[src/rtl/traffic_request_conditioner.sv]
// Pedestrian button conditioner and one-second time base for the traffic-light controller.
// Optional post-ack request hold-off is compiled in with `define REQ_HOLDOFF_EN.
module traffic_request_conditioner #(
    parameter int CLK_FREQ    = 1_000_000,
    parameter int DEBOUNCE_MS = 20,
    parameter int HOLDOFF_S   = 5
) (
    input  logic       clk,
    input  logic       rst,
    input  logic       btn_raw,
    input  logic       req_ack,
    output logic       btn_level,
    output logic       press_pulse,
    output logic       req_pending,
    output logic       sec_tick,
    output logic [7:0] press_cnt
);

    localparam int DB_CYCLES = CLK_FREQ * DEBOUNCE_MS / 1000;
    localparam int DB_W      = $clog2(DB_CYCLES + 1);
    localparam int TICK_W    = $clog2(CLK_FREQ);

`ifdef REQ_HOLDOFF_EN
    localparam int HO_W = $clog2(HOLDOFF_S + 1);

    typedef enum logic [1:0] {
        IDLE    = 2'd0,
        PENDING = 2'd1,
        HOLDOFF = 2'd2
    } state_t;
`else
    typedef enum logic [1:0] {
        IDLE    = 2'd0,
        PENDING = 2'd1
    } state_t;
`endif

    logic              s1_q, s1_d;
    logic              s2_q, s2_d;
    logic              btn_level_q, btn_level_d;
    logic              btn_level_prev_q, btn_level_prev_d;
    logic [DB_W-1:0]   db_cnt_q, db_cnt_d;
    logic [TICK_W-1:0] tick_cnt_q, tick_cnt_d;
    logic [7:0]        press_cnt_q, press_cnt_d;
    state_t            state_q, state_d;
`ifdef REQ_HOLDOFF_EN
    logic [HO_W-1:0]   ho_cnt_q, ho_cnt_d;
`endif

    // Synchroniser, debounce and edge detect
    always_comb begin
        s1_d             = btn_raw;
        s2_d             = s1_q;
        btn_level_prev_d = btn_level_q;
        btn_level_d      = btn_level_q;
        db_cnt_d         = '0;
        if (s2_q != btn_level_q) begin
            // The level flips one cycle after a full window of disagreement.
            if (db_cnt_q == DB_W'(DB_CYCLES)) begin
                btn_level_d = ~btn_level_q;
            end else begin
                db_cnt_d = db_cnt_q + 1'b1;
            end
        end
    end

    always_comb begin
        tick_cnt_d = tick_cnt_q + 1'b1;
        if (sec_tick) begin
            tick_cnt_d = '0;
        end
    end

    assign sec_tick    = (tick_cnt_q == TICK_W'(CLK_FREQ - 1));
    assign press_pulse = btn_level_q & ~btn_level_prev_q;
    assign btn_level   = btn_level_q;
    assign req_pending = (state_q == PENDING);
    assign press_cnt   = press_cnt_q;

    // Request FSM
    always_comb begin
        state_d     = state_q;
        press_cnt_d = press_cnt_q;
`ifdef REQ_HOLDOFF_EN
        ho_cnt_d    = ho_cnt_q;
`endif
        unique case (state_q)
            IDLE: begin
                if (press_pulse) begin
                    state_d = PENDING;
                    if (press_cnt_q != 8'hFF) begin
                        press_cnt_d = press_cnt_q + 8'd1;
                    end
                end
            end
            PENDING: begin
                if (req_ack) begin
`ifdef REQ_HOLDOFF_EN
                    state_d  = HOLDOFF;
                    ho_cnt_d = '0;
`else
                    state_d  = IDLE;
`endif
                end
            end
`ifdef REQ_HOLDOFF_EN
            HOLDOFF: begin
                if (sec_tick) begin
                    if (ho_cnt_q == HO_W'(HOLDOFF_S - 1)) begin
                        state_d = IDLE;
                    end else begin
                        ho_cnt_d = ho_cnt_q + 1'b1;
                    end
                end
            end
`endif
            default: begin
                state_d = IDLE;
            end
        endcase
    end

    always_ff @(posedge clk) begin
        if (rst) begin
            s1_q             <= 1'b0;
            s2_q             <= 1'b0;
            btn_level_q      <= 1'b0;
            btn_level_prev_q <= 1'b0;
            db_cnt_q         <= '0;
            tick_cnt_q       <= '0;
            press_cnt_q      <= '0;
            state_q          <= IDLE;
        end else begin
            s1_q             <= s1_d;
            s2_q             <= s2_d;
            btn_level_q      <= btn_level_d;
            btn_level_prev_q <= btn_level_prev_d;
            db_cnt_q         <= db_cnt_d;
            tick_cnt_q       <= tick_cnt_d;
            press_cnt_q      <= press_cnt_d;
            state_q          <= state_d;
        end
    end

`ifdef REQ_HOLDOFF_EN
    always_ff @(posedge clk) begin
        if (rst) begin
            ho_cnt_q <= '0;
        end else begin
            ho_cnt_q <= ho_cnt_d;
        end
    end
`endif

endmodule
[config.mk]
export PLATFORM = sky130hd
export DESIGN_NAME = traffic_request_conditioner
export DESIGN_NICKNAME = d
export VERILOG_FILES = /design/src/rtl/traffic_request_conditioner.sv
export SDC_FILE = /design/constraint.sdc
export NUM_CORES = 1
export LEC_CHECK = 0
export CAP_MARGIN = 20
export CORE_ASPECT_RATIO = 0.9
export CORE_UTILIZATION = 34
export DETAILED_ROUTE_END_ITERATION = 12
export PLACE_DENSITY = 0.49
export RECOVER_POWER = 25
export SETUP_SLACK_MARGIN = 0.2
export SYNTH_ARGS = -nofsm -noshare
export SYNTH_HDL_FRONTEND = slang
export SYNTH_SLANG_ARGS = --single-unit
export TNS_END_PERCENT = 20
[constraint.sdc]
create_clock -name clk -period 2.1 [get_ports clk]
set_clock_uncertainty 0.15 [all_clocks]
set_input_delay 0.42 -clock clk [delete_from_list [all_inputs] [get_ports clk]]
set_output_delay 0.42 -clock clk [all_outputs]
set_load 0.05 [all_outputs]
==> key figures <==
Placement
  • Gpl congestion: between 0.7 and 0.8
  • Buffers on Ports: 15
  • Placed inst area: around 2500 um2
  • DPL Wire Length: slightly below 3 mm

Clock network
  • H-tree depth: 2
  • Clock transition at path regs: ~0.090 ns
  • CTS tree: yes
  • Clock latency at the later pin of the worst-skew pair: around 0.30 ns
  • CTS Root Cell: clkbuf_8
  • Clock buffer depth: 2
  • Hold Buf Count CTS: 0
  • Sink Count: 48
  • Cts bufs inserted: 5

Setup path
  • Endpoint class of the critical path: output port
  • RR Startpoint: tick_cnt_q[15]$_SDFF_PP0_
  • Max incr delay on CP: between 0.3 and 0.4 ns
  • Critical path depth in cells: 5
  • Critical Path Fanout Max: 2
  • CP Capture Point: sec_tick
  • WP buf/inv: 1
  • Cells along the critical path: ha_4 -> nand3_4 -> or2_4 -> nor3_4 -> buf_12
  • Worst reg2reg setup slack: 0.17 ns
  • Critical Path AT: 1.51 ns
  • FF-to-FF End: tick_cnt_q[18]$_SDFF_PP0_
  • FF-to-FF path depth: 7
  • Worst EP required: 1.53 ns
  • Crit Path Class: register to output port
  • CP startpoint kind: register
  • CP max-delay cell: dfxtp_2
  • Crit path from: tick_cnt_q[0]$_SDFF_PP0_
  • Top delay family on crit path: simple AND/OR/NAND/NOR gates

Logic synthesis
  • Yosys top cell by area: dfxtp_1
  • Synth Area per Inst: roughly 8.9 um2
  • Post-Syn Area: between 2000 and 2500 um2
  • Post-synth ARST share: 0%
  • Share of the synthesized area in the top cell type: 44.21%
  • Synth Flop Type: dfxtp_1
  • Synth cell types: 40
  • Sequential share of the synthesized area: between 40 and 50%
  • Top area cells in the synthesized netlist: dfxtp_1 (44%), xnor2_1 (8.5%), nor2_1 (8.3%)
  • Warnings from Yosys: 0
  • Syn Nets: about 250
  • #FFs+latches synth: 48
  • Syn Inst Count: around 250
  • Post-synth EDFFs: 0

Cells and area
  • Design area: approximately 2900 um2
  • Area growth syn-to-layout: 31.20%
  • Ratio of cells with drive above 1 in the final layout: 27.27%
  • Most frequent cells in the layout: nor2_1 (37), dfxtp_1 (37), buf_4 (23)
  • Nets: ~290
  • Final Util: between 40% and 50%
  • # diodes: 0
  • Fillers: 600

Timing
  • Tmin final: around 2.1 ns
  • Total negative slack: 0 ns
  • Worst-Margin Slew: ~0.5 ns
  • Fmax: 0.4798 GHz
  • Final setup vio count: 0
  • Unrepaired setup endpoints after global routing: yes
  • Max-slew violations: 0
  • Slew Limit Headroom: roughly 68%
  • Worst Hold Slack: around 0.3 ns
  • Hold Vio Cnt, Final: 0
  • Final period util: slightly below 100%

Floorplan
  • Initial Utilization: approximately 35%
  • Core region area: 6148 um2
  • Die Width: ~86 um
  • # IOs: 16
  • Row count: 27
  • Die height: between 70 and 80 um
  • Die area: 6717 um2

Flow run
  • MaxCap Viol Count: 0

Routing
  • Post-DR vias/cell: roughly 4.7
  • Drt drc: 0
  • First-pass iteration count of the detailed router: 4
  • WL per Instance: about 12 um
  • 1st-iter DRT viols: 43
  • Via Count: 1760
  • Final antenna-violating net count: 0
  • Routed wire length: 4.357 mm

Power and ir drop
  • Leakage power: between 0.0009 and 0.001 uW
  • Max VDD drop: roughly 0.00028 V
  • Cell Pwr Density: roughly 550 nW/um2

Global route
  • First-pass GRT wire length: 7.417 mm
  • Number of global-route vias before repair: between 1500 and 2000
  • Largest net degree at the start of global routing: 16
  • Initial antenna violation count: 0
  • GRT overflow: 0
  • Total track usage: between 10% and 20%

Run status
  • Outcome: finished, final reports clean

Min path
  • Min-Delay Path Class: register to register
==> synthesized netlist by cell type, types with 3 or more instances <==
library cell / count
dfxtp_1: 48
nand2_1: 11
nand3_1: 12
nand4_1: 10
xnor2_1: 21
nor3_1: 8
inv_1: 14
a21oi_1: 5
o21ai_0: 3
xor2_1: 10
and4_1: 3
mux2i_1: 3
nor2_1: 48
ha_1: 4
nor2b_1: 4
or3_1: 4
nor4_1: 7
==> cells by family (layout without fill, tap and decap cells) <==
logic type | Yosys count | count (layout) | synth area share [%]
AO/OA/AOI/OAI | 17 | 17 | 5.584
XOR/XNOR | 31 | 31 | 12.49
adder cells (fa/ha/maj) | 4 | 4 | 2.303
buffers and inverters | 19 | 60 | 4.318
flip-flops | 48 | 48 | 44.21
multiplexers | 3 | 3 | 1.382
AND/OR/NAND/NOR | 123 | 123 | 29.71
==> flip-flops by register name (all words and copies together), names as in the netlist <==
name and flops:
state_q 1, s1_q 1, tick_cnt_q 20, btn_level 1, s2_q 1, btn_level_prev_q 1
db_cnt_q 15, press_cnt 8
==> power by group <==
part,internal [uW],total [uW],switching [uW]
logic,35.3,68.9,33.6
clock network,268,579,311
registers,914,922,7.28
==> stage by stage <==
stage	power, uW	cells	setup WS, ns
finish	1570	373	0.01572
global route	1649	373	-0.07332
CTS	1587	371	-0.001354
detailed placement	984.6	356	0.2003
global placement	985.2	356	0.2114
floorplan	965.8	245	0.1325
==> timing repair <==
action                                  4_1_cts  5_1_grt
gates cloned                                  0        2
endpoints found under the setup margin        7       35
pin swaps                                     5       17
resized for setup                            12       40
buffers inserted                              7        0
==> cell type report <==
class | count | area [um2] | share of cell area, %
Tap cell | 87 | 108.9 | 3.817
Clock buffer | 7 | 86.33 | 3.028
Sequential cell | 48 | 982.2 | 34.44
Clock inverter | 1 | 7.507 | 0.2633
Timing Repair Buffer | 38 | 342.8 | 12.02
Inverter | 14 | 52.55 | 1.843
Multi-Input combinational cell | 178 | 1271 | 44.58
==> layer usage <==
layer  wire length (um)  track usage [%]
met5                  0                0
met4                 31            5.000
met3                127            4.574
met2               1917            20.95
met1               2280            19.46
==> worst min path at each step <==
stage               slack [ns]  depth (start not counted)       startpoint         endpoint
finish                    0.31                          1  s1_q$_SDFF_PP0_  s2_q$_SDFF_PP0_
global route              0.33                          1  s1_q$_SDFF_PP0_  s2_q$_SDFF_PP0_
CTS                       0.31                          1  s1_q$_SDFF_PP0_  s2_q$_SDFF_PP0_
detailed placement        0.30                          1  s1_q$_SDFF_PP0_  s2_q$_SDFF_PP0_
global placement          0.27                          1  s1_q$_SDFF_PP0_  s2_q$_SDFF_PP0_
floorplan                 0.26                          1  s1_q$_SDFF_PP0_  s2_q$_SDFF_PP0_
No activity file was read; power rests on OpenSTA's default activity.
